===== src/rtl/crossbar_pkg.sv =====
// Shared types and defaults for the crossbar output allocator.
package crossbar_pkg;

    localparam int unsigned PORTS_DEFAULT   = 4;
    localparam int unsigned TIMEOUT_DEFAULT = 16;

    typedef enum logic {
        ALLOC_IDLE   = 1'b0,
        ALLOC_LOCKED = 1'b1
    } alloc_state_t;

endpackage


===== src/rtl/crossbar_allocator_if.sv =====
// Request/grant bundle between the crossbar inputs, outputs and the allocator.
interface crossbar_allocator_if #(
    parameter int unsigned PORTS = crossbar_pkg::PORTS_DEFAULT
);
    localparam int unsigned DEST_W = $clog2(PORTS);

    logic [PORTS-1:0]             req_valid;
    logic [PORTS-1:0][DEST_W-1:0] req_dest;
    logic [PORTS-1:0]             req_last;
    logic [PORTS-1:0]             out_ready;
    logic [PORTS-1:0]             in_ready;
    logic [PORTS-1:0]             out_valid;
    logic [PORTS-1:0][DEST_W-1:0] xbar_dest;
    logic [PORTS-1:0]             xbar_dest_en;
    logic [PORTS-1:0]             lock_o;
    logic [PORTS-1:0]             timeout_o;

    modport master (
        output req_valid, req_dest, req_last, out_ready,
        input  in_ready, out_valid, xbar_dest, xbar_dest_en, lock_o, timeout_o
    );

    modport slave (
        input  req_valid, req_dest, req_last, out_ready,
        output in_ready, out_valid, xbar_dest, xbar_dest_en, lock_o, timeout_o
    );

endinterface


===== src/rtl/rr_arbiter.sv =====
// Round-robin pick: first set request scanning cyclically upward from ptr.
module rr_arbiter #(
    parameter int unsigned N     = 4,
    parameter int unsigned IDX_W = $clog2(N)
) (
    input  logic [N-1:0]     req,
    input  logic [IDX_W-1:0] ptr,
    output logic [N-1:0]     gnt_c,
    output logic [IDX_W-1:0] idx_c
);

    always_comb begin : pick
        int unsigned      c;
        logic [IDX_W-1:0] ci;
        logic             found;
        gnt_c = '0;
        idx_c = '0;
        found = 1'b0;
        for (int unsigned k = 0; k < N; k++) begin
            c  = (32'(ptr) + k) % N;
            ci = IDX_W'(c);
            if (!found && req[ci]) begin
                found     = 1'b1;
                gnt_c[ci] = 1'b1;
                idx_c     = ci;
            end
        end
    end

endmodule


===== src/rtl/crossbar_allocator.sv =====
// Per-output packet-lock allocator for a PORTS x PORTS crossbar.
// Define CROSSBAR_ALLOC_TIMEOUT_EN to force-release locks stalled for TIMEOUT cycles.
module crossbar_allocator
    import crossbar_pkg::*;
#(
    parameter int unsigned PORTS   = PORTS_DEFAULT,
    parameter int unsigned TIMEOUT = TIMEOUT_DEFAULT
) (
    input  logic               clk,
    input  logic               rst_n,
    crossbar_allocator_if.slave bus
);

    localparam int unsigned DEST_W = $clog2(PORTS);

    alloc_state_t      state_q [PORTS];
    alloc_state_t      state_d [PORTS];
    logic [DEST_W-1:0] owner_q [PORTS];
    logic [DEST_W-1:0] owner_d [PORTS];
    logic [DEST_W-1:0] rr_q    [PORTS];
    logic [DEST_W-1:0] rr_d    [PORTS];

    logic [PORTS-1:0]  busy;
    logic [PORTS-1:0]  xfer;
    logic [PORTS-1:0]  expire;
    logic [PORTS-1:0]  elig    [PORTS];
    logic [PORTS-1:0]  gnt     [PORTS];
    logic [DEST_W-1:0] gidx    [PORTS];

    // An input already holding an output may not compete for another one.
    always_comb begin : busy_elig
        busy = '0;
        xfer = '0;
        for (int unsigned j = 0; j < PORTS; j++) begin
            if (state_q[j] == ALLOC_LOCKED) begin
                busy[owner_q[j]] = 1'b1;
                xfer[j]          = bus.req_valid[owner_q[j]] && bus.out_ready[j];
            end
        end
        for (int unsigned j = 0; j < PORTS; j++) begin
            elig[j] = '0;
            for (int unsigned i = 0; i < PORTS; i++) begin
                elig[j][i] = bus.req_valid[i] && (bus.req_dest[i] == DEST_W'(j)) && !busy[i];
            end
        end
    end

    for (genvar j = 0; j < PORTS; j++) begin : g_arb
        rr_arbiter #(.N(PORTS), .IDX_W(DEST_W)) u_arb (
            .req   (elig[j]),
            .ptr   (rr_q[j]),
            .gnt_c (gnt[j]),
            .idx_c (gidx[j])
        );
    end

`ifdef CROSSBAR_ALLOC_TIMEOUT_EN
    localparam int unsigned CNT_W = $clog2(TIMEOUT + 1);

    logic [CNT_W-1:0] cnt_q [PORTS];
    logic [CNT_W-1:0] cnt_d [PORTS];

    always_comb begin : expire_calc
        for (int unsigned j = 0; j < PORTS; j++) begin
            expire[j] = (state_q[j] == ALLOC_LOCKED) && (cnt_q[j] == CNT_W'(TIMEOUT));
        end
    end

    always_ff @(posedge clk or negedge rst_n) begin : cnt_reg
        if (!rst_n) begin
            for (int unsigned j = 0; j < PORTS; j++) cnt_q[j] <= '0;
        end else begin
            for (int unsigned j = 0; j < PORTS; j++) cnt_q[j] <= cnt_d[j];
        end
    end
`else
    assign expire = '0;
`endif

    assign bus.timeout_o = expire;

    always_comb begin : next_state
        for (int unsigned j = 0; j < PORTS; j++) begin
            state_d[j] = state_q[j];
            owner_d[j] = owner_q[j];
            rr_d[j]    = rr_q[j];
`ifdef CROSSBAR_ALLOC_TIMEOUT_EN
            cnt_d[j]   = '0;
`endif
            unique case (state_q[j])
                ALLOC_IDLE: begin
                    if (|gnt[j]) begin
                        state_d[j] = ALLOC_LOCKED;
                        owner_d[j] = gidx[j];
                        rr_d[j]    = DEST_W'((32'(gidx[j]) + 32'd1) % PORTS);
                    end
                end
                ALLOC_LOCKED: begin
                    // Tail transfer or forced release; req_dest is ignored while locked.
                    if (expire[j] || (xfer[j] && bus.req_last[owner_q[j]])) begin
                        state_d[j] = ALLOC_IDLE;
                    end
`ifdef CROSSBAR_ALLOC_TIMEOUT_EN
                    if (!expire[j] && !xfer[j]) cnt_d[j] = cnt_q[j] + CNT_W'(1);
`endif
                end
                default: state_d[j] = ALLOC_IDLE;
            endcase
        end
    end

    always_ff @(posedge clk or negedge rst_n) begin : state_reg
        if (!rst_n) begin
            for (int unsigned j = 0; j < PORTS; j++) begin
                state_q[j] <= ALLOC_IDLE;
                owner_q[j] <= '0;
                rr_q[j]    <= '0;
            end
        end else begin
            for (int unsigned j = 0; j < PORTS; j++) begin
                state_q[j] <= state_d[j];
                owner_q[j] <= owner_d[j];
                rr_q[j]    <= rr_d[j];
            end
        end
    end

    // Crossbar controls are combinational from the lock registers and live handshakes.
    always_comb begin : xbar_outputs
        bus.in_ready     = '0;
        bus.out_valid    = '0;
        bus.xbar_dest    = '0;
        bus.xbar_dest_en = '0;
        bus.lock_o       = '0;
        for (int unsigned j = 0; j < PORTS; j++) begin
            if (state_q[j] == ALLOC_LOCKED) begin
                bus.xbar_dest_en[owner_q[j]] = 1'b1;
                bus.xbar_dest[owner_q[j]]    = DEST_W'(j);
                bus.in_ready[owner_q[j]]     = bus.out_ready[j];
                bus.out_valid[j]             = bus.req_valid[owner_q[j]];
                bus.lock_o[j]                = 1'b1;
            end
        end
    end

endmodule


===== src/flat_wrapper.sv =====
// flat-port wrapper written by rule: the top's interface ports become plain ports
module crossbar_allocator_flat import crossbar_pkg::*;
#(
    parameter int unsigned PORTS   = PORTS_DEFAULT,
    parameter int unsigned TIMEOUT = TIMEOUT_DEFAULT
)
  (clk, rst_n, bus_req_valid, bus_req_dest, bus_req_last, bus_out_ready, bus_in_ready, bus_out_valid, bus_xbar_dest, bus_xbar_dest_en, bus_lock_o, bus_timeout_o);
  crossbar_allocator_if #(.PORTS(PORTS)) bus_i ();
  input  logic clk;
  input  logic rst_n;
  input wire logic [$bits(bus_i.req_valid)-1:0] bus_req_valid;
  input wire logic [$bits(bus_i.req_dest)-1:0] bus_req_dest;
  input wire logic [$bits(bus_i.req_last)-1:0] bus_req_last;
  input wire logic [$bits(bus_i.out_ready)-1:0] bus_out_ready;
  output wire logic [$bits(bus_i.in_ready)-1:0] bus_in_ready;
  output wire logic [$bits(bus_i.out_valid)-1:0] bus_out_valid;
  output wire logic [$bits(bus_i.xbar_dest)-1:0] bus_xbar_dest;
  output wire logic [$bits(bus_i.xbar_dest_en)-1:0] bus_xbar_dest_en;
  output wire logic [$bits(bus_i.lock_o)-1:0] bus_lock_o;
  output wire logic [$bits(bus_i.timeout_o)-1:0] bus_timeout_o;
  assign bus_i.req_valid = bus_req_valid;
  assign bus_i.req_dest = bus_req_dest;
  assign bus_i.req_last = bus_req_last;
  assign bus_i.out_ready = bus_out_ready;
  assign bus_in_ready = bus_i.in_ready;
  assign bus_out_valid = bus_i.out_valid;
  assign bus_xbar_dest = bus_i.xbar_dest;
  assign bus_xbar_dest_en = bus_i.xbar_dest_en;
  assign bus_lock_o = bus_i.lock_o;
  assign bus_timeout_o = bus_i.timeout_o;
  crossbar_allocator #(.PORTS(PORTS), .TIMEOUT(TIMEOUT)) u_core (.clk(clk), .rst_n(rst_n), .bus(bus_i));
endmodule

===== config.mk =====
export PLATFORM = sky130hd
export DESIGN_NAME = crossbar_allocator_flat
export DESIGN_NICKNAME = d
export VERILOG_FILES = /design/src/rtl/crossbar_pkg.sv /design/src/rtl/crossbar_allocator_if.sv /design/src/rtl/rr_arbiter.sv /design/src/rtl/crossbar_allocator.sv /design/src/flat_wrapper.sv
export SDC_FILE = /design/constraint.sdc
export NUM_CORES = 1
export LEC_CHECK = 0
export CORE_UTILIZATION = 59
export DETAILED_ROUTE_END_ITERATION = 8
export GPL_ROUTABILITY_DRIVEN = 1
export MAX_ROUTING_LAYER = met4
export PLACE_DENSITY = 0.95
export SLEW_MARGIN = 10
export SYNTH_ARGS = -nofsm -noshare
export SYNTH_HDL_FRONTEND = slang
export SYNTH_SLANG_ARGS = --single-unit

===== constraint.sdc =====
create_clock -name clk -period 9 [get_ports clk]
set_clock_uncertainty 0.1 [all_clocks]
set_input_delay 0.9 -clock clk [delete_from_list [all_inputs] [get_ports clk]]
set_output_delay 0.9 -clock clk [all_outputs]
set_load 0.02 [all_outputs]

## Word level (Yosys, flattened, before mapping)

Cells that the tools add are included.

| word-level totals | value |
|---|---|
| register bits | 20 |
| bits of input ports | 22 |
| output and inout port bits | 28 |
| logic and storage cells | 380 |

| cells by class | value |
|---|---|
| $add $sub $neg | 16 |
| $lt $le $gt $ge | 40 |
| equal/unequal tests | 12 |
| muxes and demuxes | 176 |
| bitwise logic cells | 24 |
| reduce and logical (&&, ||, !) cells | 100 |

Operator list:

| kind | count |
|---|---|
| 4-bit 2-to-1 mux | 24 |
| 1-bit 2-to-1 mux | 76 |
| 1-bit logical AND | 72 |
| 2-bit by 3-bit less-than comparator with 1-bit output (second input constant) | 20 |
| 4-bit bitwise OR | 15 |
| 1-bit binary-select mux with 2-bit select | 24 |
| 1-bit demux with 2-bit select | 20 |
| 2-bit by 1-bit >= comparator with 1-bit output (second input constant) | 20 |
| 2-bit 2-to-1 mux | 19 |
| 2-bit by 1-bit adder with 2-bit output (second input constant) | 8 |
| 2-bit adder (second input constant) | 8 |
| 2-bit equality test (second input constant) | 8 |
| 1-bit logical NOT | 16 |
| 8-bit 2-to-1 mux | 2 |
| 4-bit OR reduction | 4 |
| 4-bit bitwise mux | 3 |
| 2-bit demux with 2-bit select | 3 |
| 4-bit AND | 2 |
| 2-bit by 1-bit equality test with 1-bit output (second input constant) | 4 |
| 2-bit logical NOT | 4 |
| 8-bit bitwise OR | 1 |
| 1-bit one-hot mux with 2 select lines | 4 |
| 2-bit AND reduction | 4 |
| 7-bit 2-to-1 mux | 1 |
| 3 further kinds | 6 |

## Logic depth before layout (Yosys ltp)

| depth | value |
|---|---|
| depth after elaboration | 28 |
| mapped depth | 11 |
| gate-level depth less buffers | 9 |

## Cells and area by module

From an unflattened synthesis, not the netlist that was laid out.

| second synthesis, totals | value |
|---|---|
| cell total of the unflattened synthesis | 359 |
| area total of the unflattened synthesis | 3420.8 um2 |

By module, submodules not included:

| module | instances | cells an instance | area an instance (um2) | seq. area each (um2) |
|---|---|---|---|---|
| crossbar_allocator | 1 | 169 | 1684.1 | 500.5 |
| rr_arbiter at u_core.g_arb[0].u_arb ... | 3 | 48 | 439.2 | 0.0 |
| rr_arbiter at u_core.g_arb[3].u_arb | 1 | 46 | 419.2 | 0.0 |

## Worst setup path before layout

Ideal clock, no wire load.

| timing path | value |
|---|---|
| kind | reg-to-reg |
| start | register u_core.state_q[0] (netlist bit) |
| end | register u_core.owner_q[3] (netlist bit) |
| library setup time | 0.125 ns |
| data arrival time | 2.934 ns |
| data required time | 8.775 ns |
| slack | 5.841 ns |
| stages on the path, launching flop included | 10 |
| path buffers | 2 |
| clock period less this slack | 3.159 ns |
| cell sequence | dfrtp_1 > buf_4 > or3b_1 > buf_4 > nand4_4 > or3_1 > mux4_2 > a21oi_1 > mux2i_1 > mux2_2 |

| on the way | value |
|---|---|
| longest elaborated chain between the ends | 17 |
| elaborated cells between the ends (all ways) | 39 |
| classes of those cells | mux: 20; bitwise: 3; reduce/logical: 16 |

Ends and longest elaborated chain:

| what | line | text |
|---|---|---|
| start: declaration | crossbar_allocator.sv:16 | `alloc_state_t state_q [PORTS];` |
| start signal: indexed assignment | crossbar_allocator.sv:121 | `state_q[j] <= state_d[j];` |
| 4-bit 2-to-1 mux * | n/a |  |
| via bus_xbar_dest_en[0] | flat_wrapper.sv:18 | `output wire logic [$bits(bus_i.xbar_dest_en)-1:0] bus_xbar_dest_en;` |
| 1-bit logical NOT * | crossbar_allocator.sv:43 | `elig[j][i] = bus.req_valid[i] && (bus.req_dest[i] == DEST_W'(j)) && !busy[i];` |
| 1-bit logical AND * | crossbar_allocator.sv:43 |  |
| 1-bit binary-select mux with 2-bit select | rr_arbiter.sv:22 | `if (!found && req[ci]) begin` |
| 1-bit 2-to-1 mux (not written as such) | rr_arbiter.sv:22 |  |
| 1-bit 2-to-1 mux | rr_arbiter.sv:22 |  |
| 1-bit logical NOT | rr_arbiter.sv:22 |  |
| [2 not listed] | n/a |  |
| 1-bit logical NOT | rr_arbiter.sv:22 |  |
| 1-bit logical AND | rr_arbiter.sv:22 |  |
| 1-bit 2-to-1 mux | rr_arbiter.sv:22 |  |
| 1-bit logical NOT | rr_arbiter.sv:22 |  |
| 1-bit logical AND | rr_arbiter.sv:22 |  |
| 4-bit 2-to-1 mux | rr_arbiter.sv:22 |  |
| 4-bit OR reduction | crossbar_allocator.sv:92 | `if (\|gnt[j]) begin` |
| 2-bit AND reduction (no line) | n/a |  |
| end signal: indexed assignment | crossbar_allocator.sv:122 | `owner_q[j] <= owner_d[j];` |
| end: declaration | crossbar_allocator.sv:18 | `logic [DEST_W-1:0] owner_q [PORTS];` |

The timed path passes the listed nets; every way through them passes the cells marked *. The select of a mux whose other input is x is not followed.
A chain may end at the register's enable or synchronous reset.

## Final worst setup path

| timing path | value |
|---|---|
| start | input port bus_out_ready[1] |
| end | output port bus_in_ready[0] |

| on the way | value |
|---|---|
| longest elaborated chain between the ends | 6 |

Ends and longest elaborated chain:

| what | line | text |
|---|---|---|
| start: declaration | flat_wrapper.sv:14 | `input wire logic [$bits(bus_i.out_ready)-1:0] bus_out_ready;` |
| 4-bit bitwise mux * | crossbar_allocator.sv:139 | `bus.in_ready[owner_q[j]] = bus.out_ready[j];` |
| 4-bit 2-to-1 mux * | crossbar_allocator.sv:136 | `if (state_q[j] == ALLOC_LOCKED) begin` |
| 4-bit bitwise mux | crossbar_allocator.sv:139 |  |
| 4-bit 2-to-1 mux * | crossbar_allocator.sv:136 |  |
| 4-bit bitwise mux | crossbar_allocator.sv:139 |  |
| 4-bit 2-to-1 mux * | crossbar_allocator.sv:136 |  |
| end: declaration | flat_wrapper.sv:15 | `output wire logic [$bits(bus_i.in_ready)-1:0] bus_in_ready;` |

Every way passes the cells marked *; elsewhere a longest branch is shown, timed or not.

==> metrics.sh <==
MULTI_INPUT_AREA_SQ_UM=2340
DETAIL_ROUTE.ITER0.VIOLATIONS=274
AREA_GROWTH_PCT=15.4
LAYOUT.NETS=419
WORST-SETUP-PATH-TYPE='primary input to output pin'
WIRE_LENGTH_OF_THE_FIRST_GLOBAL_ROUTING_PASS_MICRONS=12900
DRT_PASS1_ITERATIONS=5
FIN_WORST_HOLD_SLACK_NS=0.556
COUNT_OF_MAX_CAP_CONSTRAINT_VIOLATIONS=0
SWITCHING_SHARE=0.526
SYNTH_WARNINGS=0
SYNTHCELLS=343
DPL.HPWL_MICRONS=6190
F_MAX_MHz=259
LAYOUT.AREA.SEQ_SQ_UM=500
DRC_VIOLATION_COUNT_AFTER_ROUTING=0
CRIT-REG2REG-LAUNCH='u_core.state_q[0]'
DIE_SPAN_IN_X_MICRONS=73.5
CTS_HOLD_BUFFERS=0
STD_CELL_ROWS=25
GRT_START_MAX_NET_PINS=21
POST-ROUTE-CELL-AREA_SQ_UM=3480
TOTALNEGATIVESETUPSLACK_NS=0
TIMING.CRITICAL_PATH.FANOUT_MAX=4
CORE_AREA_SQ_UM=4820
SHARE_OF_SYNTHESIZED_REGISTERS_CARRYING_AN_ASYNC_SET_OR_RESET=1.00
GRT_PASS1_VIAS=2784
WORSTSKEWPAIRLATENCY_NS=0.26
TRITONCTS='yes'
CTS.ROOT.BUFFER_CELL='clkbuf_8'
SHARE_SEQ_OF_TOTAL_POWER=0.205
POST-PLACE-WS_NS=5.10
REG2REG_SLACK_NS=5.33
SETUP-VIOLATIONS-FINAL=0
WORSTSETUPSTARTPOINT='bus_out_ready[1]'
REQUIRED_NS=8.00
WORSTSETUPENDPOINTTYPE='output pin'
MIN_PATH_TYPE='register to register'
SHARE_COMB_OF_TOTAL_POWER=0.742
CRIT_PATH_START_KIND='primary input'
GRT_ANTENNA_BEFORE_REPAIR=0
REG2REG_DEPTH=8
ROUTE.FINAL.WIRE_LENGTH_MICRONS=7930
GRT_USAGE=0.319
CTS.SINKS=20
P_SWITCHING_mW=0.605
RUN_STATUS='complete, no violations'
PART_OF_THE_POWER_IN_THE_CLOCK_NETWORK=0.053
DPL-INSTANCE-AREA_SQ_UM=3440
AVGSYNTHCELLAREA_SQ_UM=8.79
PORTBUFFERS=45
CP-ENDPOINT='bus_in_ready[0]'
POST_ROUTE_CELLS_DRIVE_ABOVE_1_SHARE=0.119
NUMBER_OF_BUFFERS_ADDED_BY_THE_CLOCK_TREE_SYNTHESIS_STEP=3
CLK_TRANSITION_REPORTED_PATHS_NS=0.08
POSTSYNTHREGISTERBITS=20
MAX_SLEW_MARGIN=0.356
FINAL_MAX_SLEW_VIOL_COUNT=0
SYNTHDISTINCTLIBCELLS=77
RSZ0062_AT_GRT='false'
VDD.IR_DROP.WORST_mV=0.154
TIMING.RR.END='u_core.owner_q[1]'
FINALHOLDVIOLATIONS=0
INITIAL_CORE_UTIL=0.626
FIN_CRIT_PERIOD_NS=3.86
VIA_PER_INST=6.90
CELLPOWERDENSITY_nW_PER_UM2=330
POST-CTS-SETUP-BUFFER-COUNT=0
ROUTED_WL_PER_CELL_MICRONS=18.1
STATIC-LEAKAGE-POWER_nW=1.48
H-TREE-DEPTH=1
SYNTH-EDFF-COUNT=0
IOS=50
DIODES=0
PLACE_CONGESTION=0.981
DIE_AREA_SQ_UM=5400
SYNTH_SEQUENTIAL_AREA_RATIO=0.166
POWER_REPORT.INTERNAL_TOTAL_mW=0.545
FIN_WS_NS=5.14
GR-TOTAL-OVERFLOW=0
CTS-RESIZED-GATES=0
NETLIST_AREA_BEFORE_PLACEMENT_SQ_UM=3020
CLK_PATH_BUF_DEPTH=2
TIGHTEST_SLEW_NS=0.963
POSTROUTEANTENNANETS=0
CP.ARRIVAL_NS=2.86
FILLERS=399
TIMING.FINAL.CRIT_SHARE=0.429
VIAS=3023
DIE_H_MICRONS=73.5
SYNTH_TOP_FLOP_CELL='dfrtp_1'
[worst min path at each step]
stage | cells past startpoint | end | from | slack (ns)
after floorplan | 2 | u_core.owner_q[0] | u_core.owner_q[0] | 0.48
after global placement | 1 | u_core.owner_q[5] | u_core.owner_q[5] | 0.53
after detailed placement | 1 | u_core.owner_q[5] | u_core.owner_q[5] | 0.52
after CTS | 1 | u_core.owner_q[5] | u_core.owner_q[5] | 0.54
after global routing | 1 | u_core.owner_q[5] | u_core.owner_q[5] | 0.59
final | 1 | u_core.owner_q[5] | u_core.owner_q[5] | 0.56
[metal layers]
metal / global-route usage / wire length [microns] / vias to the layer above
met5: - / 0 / -
met4: 0.115 / 225 / 0
met3: 0.0274 / 710 / 30
met2: 0.542 / 3820 / 203
met1: 0.396 / 3170 / 1423
li1: - / - / 1367
[state kept, by name, indices dropped and copies added, names as in the netlist]
signal and count:
u_core.rr_q 8, u_core.state_q 4, u_core.owner_q 8
[power groups by stage]
stage / sequential (mW) / combinational, mW / clock, mW
5_1_grt: 0.245 / 0.924 / 0.0638
3_5_place_dp: 0.233 / 0.842 / 0
2_1_floorplan: 0.174 / 0.654 / 0
4_1_cts: 0.232 / 0.845 / 0.0598
3_3_place_gp: 0.230 / 0.805 / 0
6_report: 0.236 / 0.853 / 0.0614
[logic make-up (layout without fill, tap and decap cells)]
group / after synthesis / in the layout / synth area share
AND/OR/NAND/NOR: 141 / 141 / 0.283
flip-flops: 20 / 20 / 0.166
adder cells (fa/ha/maj): 24 / 24 / 0.0996
AO/OA/AOI/OAI: 80 / 80 / 0.200
buffers and inverters: 40 / 65 / 0.0622
other: 1 / 4 / 0.00124
XOR/XNOR: 3 / 3 / 0.00872
multiplexers: 34 / 34 / 0.180
[cells in the mapped netlist (all sizes together) (3+ instances only)]
library cell / number / area share
a21oi: 15 / 0.025
a22oi: 3 / 0.012
nor3: 7 / 0.012
o211a: 5 / 0.017
nor2: 19 / 0.026
nand3: 11 / 0.018
or3: 4 / 0.0087
inv: 17 / 0.022
ha: 24 / 0.10
or4b: 3 / 0.011
mux2: 6 / 0.024
nor4b: 4 / 0.012
o22ai: 3 / 0.0062
buf: 14 / 0.029
or3b: 4 / 0.012
o311ai: 3 / 0.011
nand3b: 8 / 0.021
or2: 10 / 0.021
mux2i: 14 / 0.046
o211ai: 7 / 0.017
nand2: 28 / 0.035
and3: 4 / 0.0083
o21ai: 18 / 0.030
and4: 3 / 0.0095
nor4: 10 / 0.021
mux4: 14 / 0.11
nand2b: 5 / 0.010
a21o: 3 / 0.0075
nand4: 4 / 0.013
clkbuf: 9 / 0.011
and2: 5 / 0.010
dfrtp: 20 / 0.17
or4: 3 / 0.0075
[through the flow]
| stage | instances | total power [mW] | util |
|---|---|---|---|
| global route | 438 | 1.23 | 0.723 |
| detailed placement | 435 | 1.08 | 0.714 |
| global placement | 435 | 1.03 | 0.714 |
| CTS | 438 | 1.14 | 0.723 |
| floorplan | 346 | 0.828 | - |
| finish | 438 | 1.15 | 0.723 |
[cell type report]
cell class | count | share of cell area
repair buffers | 45 | 0.129
flip-flops and latches | 20 | 0.144
well taps | 67 | 0.0241
inverters | 17 | 0.0191
multi-input cells | 286 | 0.672
clock buffers | 3 | 0.0119
[cells in the final DEF, fill, tap and decap left out, drive strengths merged, types with 8 or more instances in the layout]
cell / n
clkdlybuf4s50: 45
nand2: 28
ha: 24
dfrtp: 20
nor2: 19
o21ai: 18
inv: 17
a21oi: 15
mux2i: 14
mux4: 14
nand3: 11
nor4: 10
or2: 10
nand3b: 8
[worst max-delay path: stages]
cell	delay, ns
clkdlybuf4s50_1	0.48
inv_1	0.08
or2_2	0.30
a221oi_1	0.24
a21oi_1	0.07
a21oi_1	0.17
clkdlybuf4s50_1	0.63
(Power assumes the default switching activity.)
